==> src/rtl/riscv_perf_region_ctrl.sv <==
`default_nettype none
// ============================================================================
// Module  : riscv_perf_region_ctrl
// Brief   : Measures cycles and retired instructions across a sequence of
//           PC-bounded code regions and keeps per-region results for readout.
// Revision: 1.0 - initial release
// ============================================================================
module riscv_perf_region_ctrl #(
  parameter int NUM_REGIONS = 4,
  parameter int CNT_W       = 32
) (
  input  logic             clk_i,
  input  logic             reset_ni,
  input  logic [31:0]      pc_i,
  input  logic             instruction_valid_i,
  input  logic             cfg_we_i,
  input  logic [2:0]       cfg_idx_i,
  input  logic [31:0]      cfg_start_pc_i,
  input  logic [31:0]      cfg_stop_pc_i,
  input  logic             arm_i,
  input  logic [2:0]       arm_nreg_i,
  input  logic             abort_i,
  input  logic             rd_en_i,
  input  logic [2:0]       rd_idx_i,
  output logic             rd_valid_o,
  output logic [CNT_W-1:0] rd_cycles_o,
  output logic [CNT_W-1:0] rd_instrs_o,
  output logic             rd_slot_valid_o,
  output logic             rd_sat_o,
  output logic [1:0]       state_o,
  output logic [2:0]       cur_region_o,
  output logic             region_done_o,
  output logic             done_o
);

  localparam int               c_IDX_W    = (NUM_REGIONS > 1) ? $clog2(NUM_REGIONS) : 1;
  localparam logic [3:0]       c_NREG_MAX = 4'(NUM_REGIONS);
  localparam logic [CNT_W-1:0] c_CNT_ONE  = {{(CNT_W-1){1'b0}}, 1'b1};

  localparam logic [1:0] c_IDLE  = 2'd0;
  localparam logic [1:0] c_ARMED = 2'd1;
  localparam logic [1:0] c_RUN   = 2'd2;
  localparam logic [1:0] c_DONE  = 2'd3;

  logic [1:0]             r_state;
  logic [1:0]             w_state_nxt;
  logic [2:0]             r_cur;
  logic [3:0]             r_nreg;
  logic [CNT_W-1:0]       r_cyc;
  logic [CNT_W-1:0]       r_ins;
  logic                   r_sat;

  logic [31:0]            r_start_pc [NUM_REGIONS];
  logic [31:0]            r_stop_pc  [NUM_REGIONS];
  logic [CNT_W-1:0]       r_slot_cyc [NUM_REGIONS];
  logic [CNT_W-1:0]       r_slot_ins [NUM_REGIONS];
  logic [NUM_REGIONS-1:0] r_slot_valid;
  logic [NUM_REGIONS-1:0] r_slot_sat;

  logic                   r_rd_valid;
  logic [CNT_W-1:0]       r_rd_cyc;
  logic [CNT_W-1:0]       r_rd_ins;
  logic                   r_rd_slot_valid;
  logic                   r_rd_sat;
  logic                   r_region_done;
  logic                   r_done;

  logic [c_IDX_W-1:0]     w_cur_slot;
  logic [c_IDX_W-1:0]     w_cfg_slot;
  logic [c_IDX_W-1:0]     w_rd_slot;
  logic                   w_cfg_in_range;
  logic                   w_rd_in_range;
  logic [3:0]             w_nreg_arm;
  logic                   w_last;
  logic                   w_start_hit;
  logic                   w_stop_hit;
  logic [CNT_W-1:0]       w_cyc_inc;
  logic [CNT_W-1:0]       w_ins_inc;
  logic                   w_sat_inc;
  logic                   w_unused_idx_bits;

  logic                   w_cfg_ok;
  logic                   w_do_arm;
  logic                   w_do_start;
  logic                   w_do_count;
  logic                   w_do_stop;
  logic                   w_done_nxt;

  assign w_cur_slot        = r_cur[c_IDX_W-1:0];
  assign w_cfg_slot        = cfg_idx_i[c_IDX_W-1:0];
  assign w_rd_slot         = rd_idx_i[c_IDX_W-1:0];
  assign w_cfg_in_range    = (4'(w_cfg_slot) < c_NREG_MAX);
  assign w_rd_in_range     = (4'(rd_idx_i) < c_NREG_MAX);
  assign w_unused_idx_bits = ^cfg_idx_i;

  // A region count of zero or beyond the slot count means "all slots".
  assign w_nreg_arm = ((arm_nreg_i == 3'd0) || (4'(arm_nreg_i) > c_NREG_MAX))
                      ? c_NREG_MAX : 4'(arm_nreg_i);

  assign w_last      = (4'(r_cur) == (r_nreg - 4'd1));
  assign w_start_hit = instruction_valid_i && (pc_i == r_start_pc[w_cur_slot]);
  assign w_stop_hit  = instruction_valid_i && (pc_i == r_stop_pc[w_cur_slot]);

  // Saturating increments; the stored result includes the stop cycle itself.
  assign w_cyc_inc = (&r_cyc) ? r_cyc : (r_cyc + c_CNT_ONE);
  assign w_ins_inc = (instruction_valid_i && !(&r_ins)) ? (r_ins + c_CNT_ONE) : r_ins;
  assign w_sat_inc = r_sat | (&w_cyc_inc) | (&w_ins_inc);

  always_ff @(posedge clk_i) begin
    if (!reset_ni) begin
      r_state <= c_IDLE;
    end else begin
      r_state <= w_state_nxt;
    end
  end

  always_comb begin
    w_state_nxt = r_state;
    if (abort_i) begin
      w_state_nxt = c_IDLE;
    end else begin
      case (r_state)
        c_IDLE, c_DONE: if (arm_i)       w_state_nxt = c_ARMED;
        c_ARMED:        if (w_start_hit) w_state_nxt = c_RUN;
        c_RUN:          if (w_stop_hit)  w_state_nxt = w_last ? c_DONE : c_ARMED;
        default:                         w_state_nxt = c_IDLE;
      endcase
    end
  end

  always_comb begin
    w_cfg_ok   = cfg_we_i && w_cfg_in_range && ((r_state == c_IDLE) || (r_state == c_DONE));
    w_do_arm   = !abort_i && arm_i && ((r_state == c_IDLE) || (r_state == c_DONE));
    w_do_start = !abort_i && (r_state == c_ARMED) && w_start_hit;
    w_do_count = !abort_i && (r_state == c_RUN);
    w_do_stop  = w_do_count && w_stop_hit;
    w_done_nxt = (w_state_nxt == c_DONE);
  end

  always_ff @(posedge clk_i) begin
    if (!reset_ni) begin
      r_cur         <= 3'd0;
      r_nreg        <= 4'd0;
      r_cyc         <= '0;
      r_ins         <= '0;
      r_sat         <= 1'b0;
      r_region_done <= 1'b0;
      r_done        <= 1'b0;
    end else begin
      r_region_done <= w_do_stop;
      r_done        <= w_done_nxt;
      if (w_do_arm) begin
        r_cur  <= 3'd0;
        r_nreg <= w_nreg_arm;
      end
      if (w_do_start) begin
        r_cyc <= c_CNT_ONE;
        r_ins <= c_CNT_ONE;
        r_sat <= 1'b0;
      end else if (w_do_count) begin
        r_cyc <= w_cyc_inc;
        r_ins <= w_ins_inc;
        r_sat <= w_sat_inc;
      end
      if (w_do_stop && !w_last) begin
        r_cur <= r_cur + 3'd1;
      end
    end
  end

  // Region configuration and the result bank.
  always_ff @(posedge clk_i) begin
    if (!reset_ni) begin
      for (int i = 0; i < NUM_REGIONS; i++) begin
        r_start_pc[i] <= '0;
        r_stop_pc[i]  <= '0;
        r_slot_cyc[i] <= '0;
        r_slot_ins[i] <= '0;
      end
      r_slot_valid <= '0;
      r_slot_sat   <= '0;
    end else begin
      if (w_cfg_ok) begin
        r_start_pc[w_cfg_slot] <= cfg_start_pc_i;
        r_stop_pc[w_cfg_slot]  <= cfg_stop_pc_i;
      end
      if (w_do_arm) begin
        r_slot_valid <= '0;
        r_slot_sat   <= '0;
      end
      if (w_do_stop) begin
        r_slot_cyc[w_cur_slot]   <= w_cyc_inc;
        r_slot_ins[w_cur_slot]   <= w_ins_inc;
        r_slot_valid[w_cur_slot] <= 1'b1;
        r_slot_sat[w_cur_slot]   <= w_sat_inc;
      end
    end
  end

  // Read port sees pre-write contents when a slot is stored in the same cycle.
  always_ff @(posedge clk_i) begin
    if (!reset_ni) begin
      r_rd_valid      <= 1'b0;
      r_rd_cyc        <= '0;
      r_rd_ins        <= '0;
      r_rd_slot_valid <= 1'b0;
      r_rd_sat        <= 1'b0;
    end else begin
      r_rd_valid <= rd_en_i;
      if (rd_en_i) begin
        if (w_rd_in_range) begin
          r_rd_cyc        <= r_slot_cyc[w_rd_slot];
          r_rd_ins        <= r_slot_ins[w_rd_slot];
          r_rd_slot_valid <= r_slot_valid[w_rd_slot];
          r_rd_sat        <= r_slot_sat[w_rd_slot];
        end else begin
          r_rd_cyc        <= '0;
          r_rd_ins        <= '0;
          r_rd_slot_valid <= 1'b0;
          r_rd_sat        <= 1'b0;
        end
      end
    end
  end

  assign rd_valid_o      = r_rd_valid;
  assign rd_cycles_o     = r_rd_cyc;
  assign rd_instrs_o     = r_rd_ins;
  assign rd_slot_valid_o = r_rd_slot_valid;
  assign rd_sat_o        = r_rd_sat;
  assign state_o         = r_state;
  assign cur_region_o    = r_cur;
  assign region_done_o   = r_region_done;
  assign done_o          = r_done;

endmodule
`default_nettype wire
==> config.mk <==
export PLATFORM = sky130hd
export DESIGN_NAME = riscv_perf_region_ctrl
export DESIGN_NICKNAME = d
export VERILOG_FILES = /design/src/rtl/riscv_perf_region_ctrl.sv
export SDC_FILE = /design/constraint.sdc
export NUM_CORES = 1
export LEC_CHECK = 0
export ABC_AREA = 1
export ABC_CLOCK_PERIOD_IN_PS = 10500
export CORE_UTILIZATION = 60
export CTS_CLUSTER_SIZE = 25
export DETAILED_ROUTE_END_ITERATION = 7
export PLACE_DENSITY_LB_ADDON = 0.15
export REMOVE_ABC_BUFFERS = 1
export SLEW_MARGIN = 10
export SYNTH_ARGS = -nofsm -noshare
export SYNTH_HDL_FRONTEND = slang
export SYNTH_SLANG_ARGS = --single-unit
==> constraint.sdc <==
create_clock -name clk_i -period 10.5 [get_ports clk_i]
set_input_delay 2.1 -clock clk_i [delete_from_list [all_inputs] [get_ports clk_i]]
set_output_delay 2.1 -clock clk_i [all_outputs]
set_load 0.005 [all_outputs]
==> impl_results.md <==
* CP max FO at 70
* Switching Share at 0.228
* Residual DRC at 0
* Static Leak at 13.5 nW
* Clock Power Share at 0.416
* Syn avg cell area at 8.46 um2
* Clock Path Buffers at 3
* Internal at 4.47 mW
* Post-Place Worst Slack at 4.07 ns
* Row count at 83
* Setup_tns at 0 ns
* TritonRoute pass-1 iters at 6
* Flops & latches, synth at 664
* Logic pwr share at 0.070
* Max_slew headroom at 0.256
* CP required at 10.75 ns
* Total CTS buffers at 70
* CTS clk-pin slew, worst paths at 0.06 ns
* Vias in the first global route at 23,700
* First-pass GRT wire length at 125,000 um
* Max Slew Vio Count at 0
* Max-cap violations at 0
* Layout Skew at 0.0234 ns
* Async set-or-reset flop fraction in the synthesized netlist at 0
* Nets at 3,949
* Outcome: finished, final reports clean
* Crit. End Element: flop
* Hold Crit Class: reg -> reg
* Crit path DAT at 6.67 ns
* Cell area after layout at 0.0359 mm2
* Worst vdd ir at 0.000210 V
* Wire per inst at 17.4 um
* Slew of the pin with the lowest slew margin at 1.11 ns
* Unrepaired setup endpoints after global routing: no
* Die Y at 231 um
* Pwr dens at 161 mW/mm2
* Post-CTS setup buffers at 0
* Count leader, synth: nor2_1
* CTS-repair resized insts at 0
* Core area at 0.0516 mm2
* Reg power frac at 0.514
* Layout cells sized above 1 at 0.0484
* Placed inst area at 0.0337 mm2
* Synth top area cells: edfxtp_1 49%, nor2_1 12%, nand2_1 12%, dfxtp_1 9.6%, nand3_1 3.2%
* Antenna viol nets, final at 0
* Global route total overflow at 0
* Area of the mapped netlist at 0.0316 mm2
* Number of DRC markers in iteration 0 at 2,113
* Main synth FF type: edfxtp_1
* Drt via density at 5.52
* Sink Count at 664
* Register area share after synthesis at 0.583
* Most frequent cells after synthesis: 994 x nor2_1, 975 x nand2_1, 512 x edfxtp_1
* WS Path Type: reg -> reg
* Initial core utilization at 0.612
* Initial antenna violation count at 4
* Synth cell types at 39
* Clock root buffer: clkbuf_16
* CTS tree: yes
* Clock Latency Late Sink at 0.62 ns
* Vias at 25,200
* Die area at 0.0536 mm2
* Tmin final at 6.42 ns
* Hold bufs inserted after CTS at 0
* Post-Syn Instances at 3,733
* Routability congestion estimate at 0.970
* Final period util at 0.611
* Final hold violation count at 0
* Dpl hpwl at 48,100 um
* Top cell type's share of synthesized area at 0.487
* Synth warnings at 0
* H-tree levels at 3
* F_max at 0.156 GHz
* IO Count at 186
* Setup-failing EPs final at 0
* Largest net degree at the start of global routing at 91
* Final WS setup at 4.08 ns
* Number of flops mapped to enable cells by yosys at 512
* Die Wd at 231 um
* GRT Total Usage at 0.300
* Psw at 1.32 mW
* PortBufs at 184
* Area Growth Syn to Fin at 13.7%
* Design Power at 5.79 mW
* Cell taking the most area after synthesis: edfxtp_1
* Final WL at 79,300 um
* Critical Path Start Type: flop
[critical path, cell delays in order (launching register included)]
cell      delay (ns)
dfxtp_4         0.76
clkinv_2        0.89
buf_4           0.66
nand2_1         0.14
nand3_1         0.08
nand2_1         0.12
xor2_1          0.42
nand2_1         0.19
nor3_2          0.31
nand3_1         0.20
nor2_4          0.20
nand3_2         0.08
buf_4           0.41
nand2_2         0.92
buf_4           0.57
[kinds of logic (layout without fill, tap and decap cells)]
kind of cell / Yosys count / count (layout) / synth area share
DFF: 664 / 664 / 0.583
other: 0 / 3 / 0
AOI/OAI and AO/OA: 317 / 317 / 0.0586
adders and majority gates: 10 / 10 / 0.00396
xor gates and xnor gates: 45 / 45 / 0.0125
buffers and inverters: 440 / 588 / 0.0574
and+or+nand+nor: 2257 / 2257 / 0.284
[power by group through the flow]
stage | logic (mW) | registers [mW] | clock network (mW)
2_1_floorplan | 0.218 | 3.03 | 0
5_1_grt | 0.445 | 2.98 | 2.54
3_5_place_dp | 0.404 | 3.03 | 0
3_3_place_gp | 0.398 | 3.02 | 0
4_1_cts | 0.406 | 2.97 | 2.42
6_report | 0.405 | 2.97 | 2.41
[layout make-up]
class	instances	area, um2
timing repair buffer	215	2070
sequential	664	18400
fill	4114	15700
multi-input combinational	2629	11400
antenna	3	7.51
inverter	247	933
clock buffer	92	1920
clock inverter	34	288
tap	680	851
[final timing paths]
path / from / end / slack (ns) / cells past startpoint
worst max-delay path: flop / r_slot_ins[1][10]$_SDFFCE_PN0P_ / 4.08 / 14
worst min-delay path: rd_cycles_o[28]$_SDFFE_PN0P_ / rd_cycles_o[28]$_SDFFE_PN0P_ / 0.46 / 2
worst max register to register: flop / r_slot_ins[1][10]$_SDFFCE_PN0P_ / 4.08 / 14
worst min register to register: rd_cycles_o[28]$_SDFFE_PN0P_ / rd_cycles_o[28]$_SDFFE_PN0P_ / 0.46 / 2
[sequential cells by signal (all words and copies together), names as in the netlist, 4 cells and up, named ones only]
register / count
r_stop_pc: 128
r_slot_ins: 128
r_start_pc: 128
r_slot_valid: 4
r_slot_cyc: 128
r_ins: 32
r_cyc: 32
rd_instrs_o: 32
r_slot_sat: 4
rd_cycles_o: 32
[cell usage in the layout (no fill, tap or decap), types with 23 or more instances in the layout]
cell type	Yosys	final
o21ai_0	124	123
inv_1	242	239
a21oi_1	119	119
o32ai_1	65	65
nor2_1	994	993
clkbuf_16	0	72
dfxtp_1	152	150
buf_4	18	33
or2_2	23	23
nand4_1	25	25
xor2_1	35	35
edfxtp_1	512	512
nand2_1	975	966
nand3_1	205	204
clkdlybuf4s50_1	0	182
[per-stage QoR]
stage	hold WS (ns)	util	std cells
2_1_floorplan	0.442	-	3540
4_1_cts	0.464	0.695	4561
3_5_place_dp	0.455	0.653	4435
5_1_grt	0.478	0.695	4561
3_3_place_gp	0.451	0.653	4435
6_report	0.462	0.695	4564
[layer usage]
metal	track usage	vias up	wire, um
met3	0.0560	153	6250
met4	0.0960	2	2180
met2	0.508	987	38400
met1	0.390	11700	32400
li1	-	12300	-
met5	0	-	12
(Power assumes the default switching activity.)
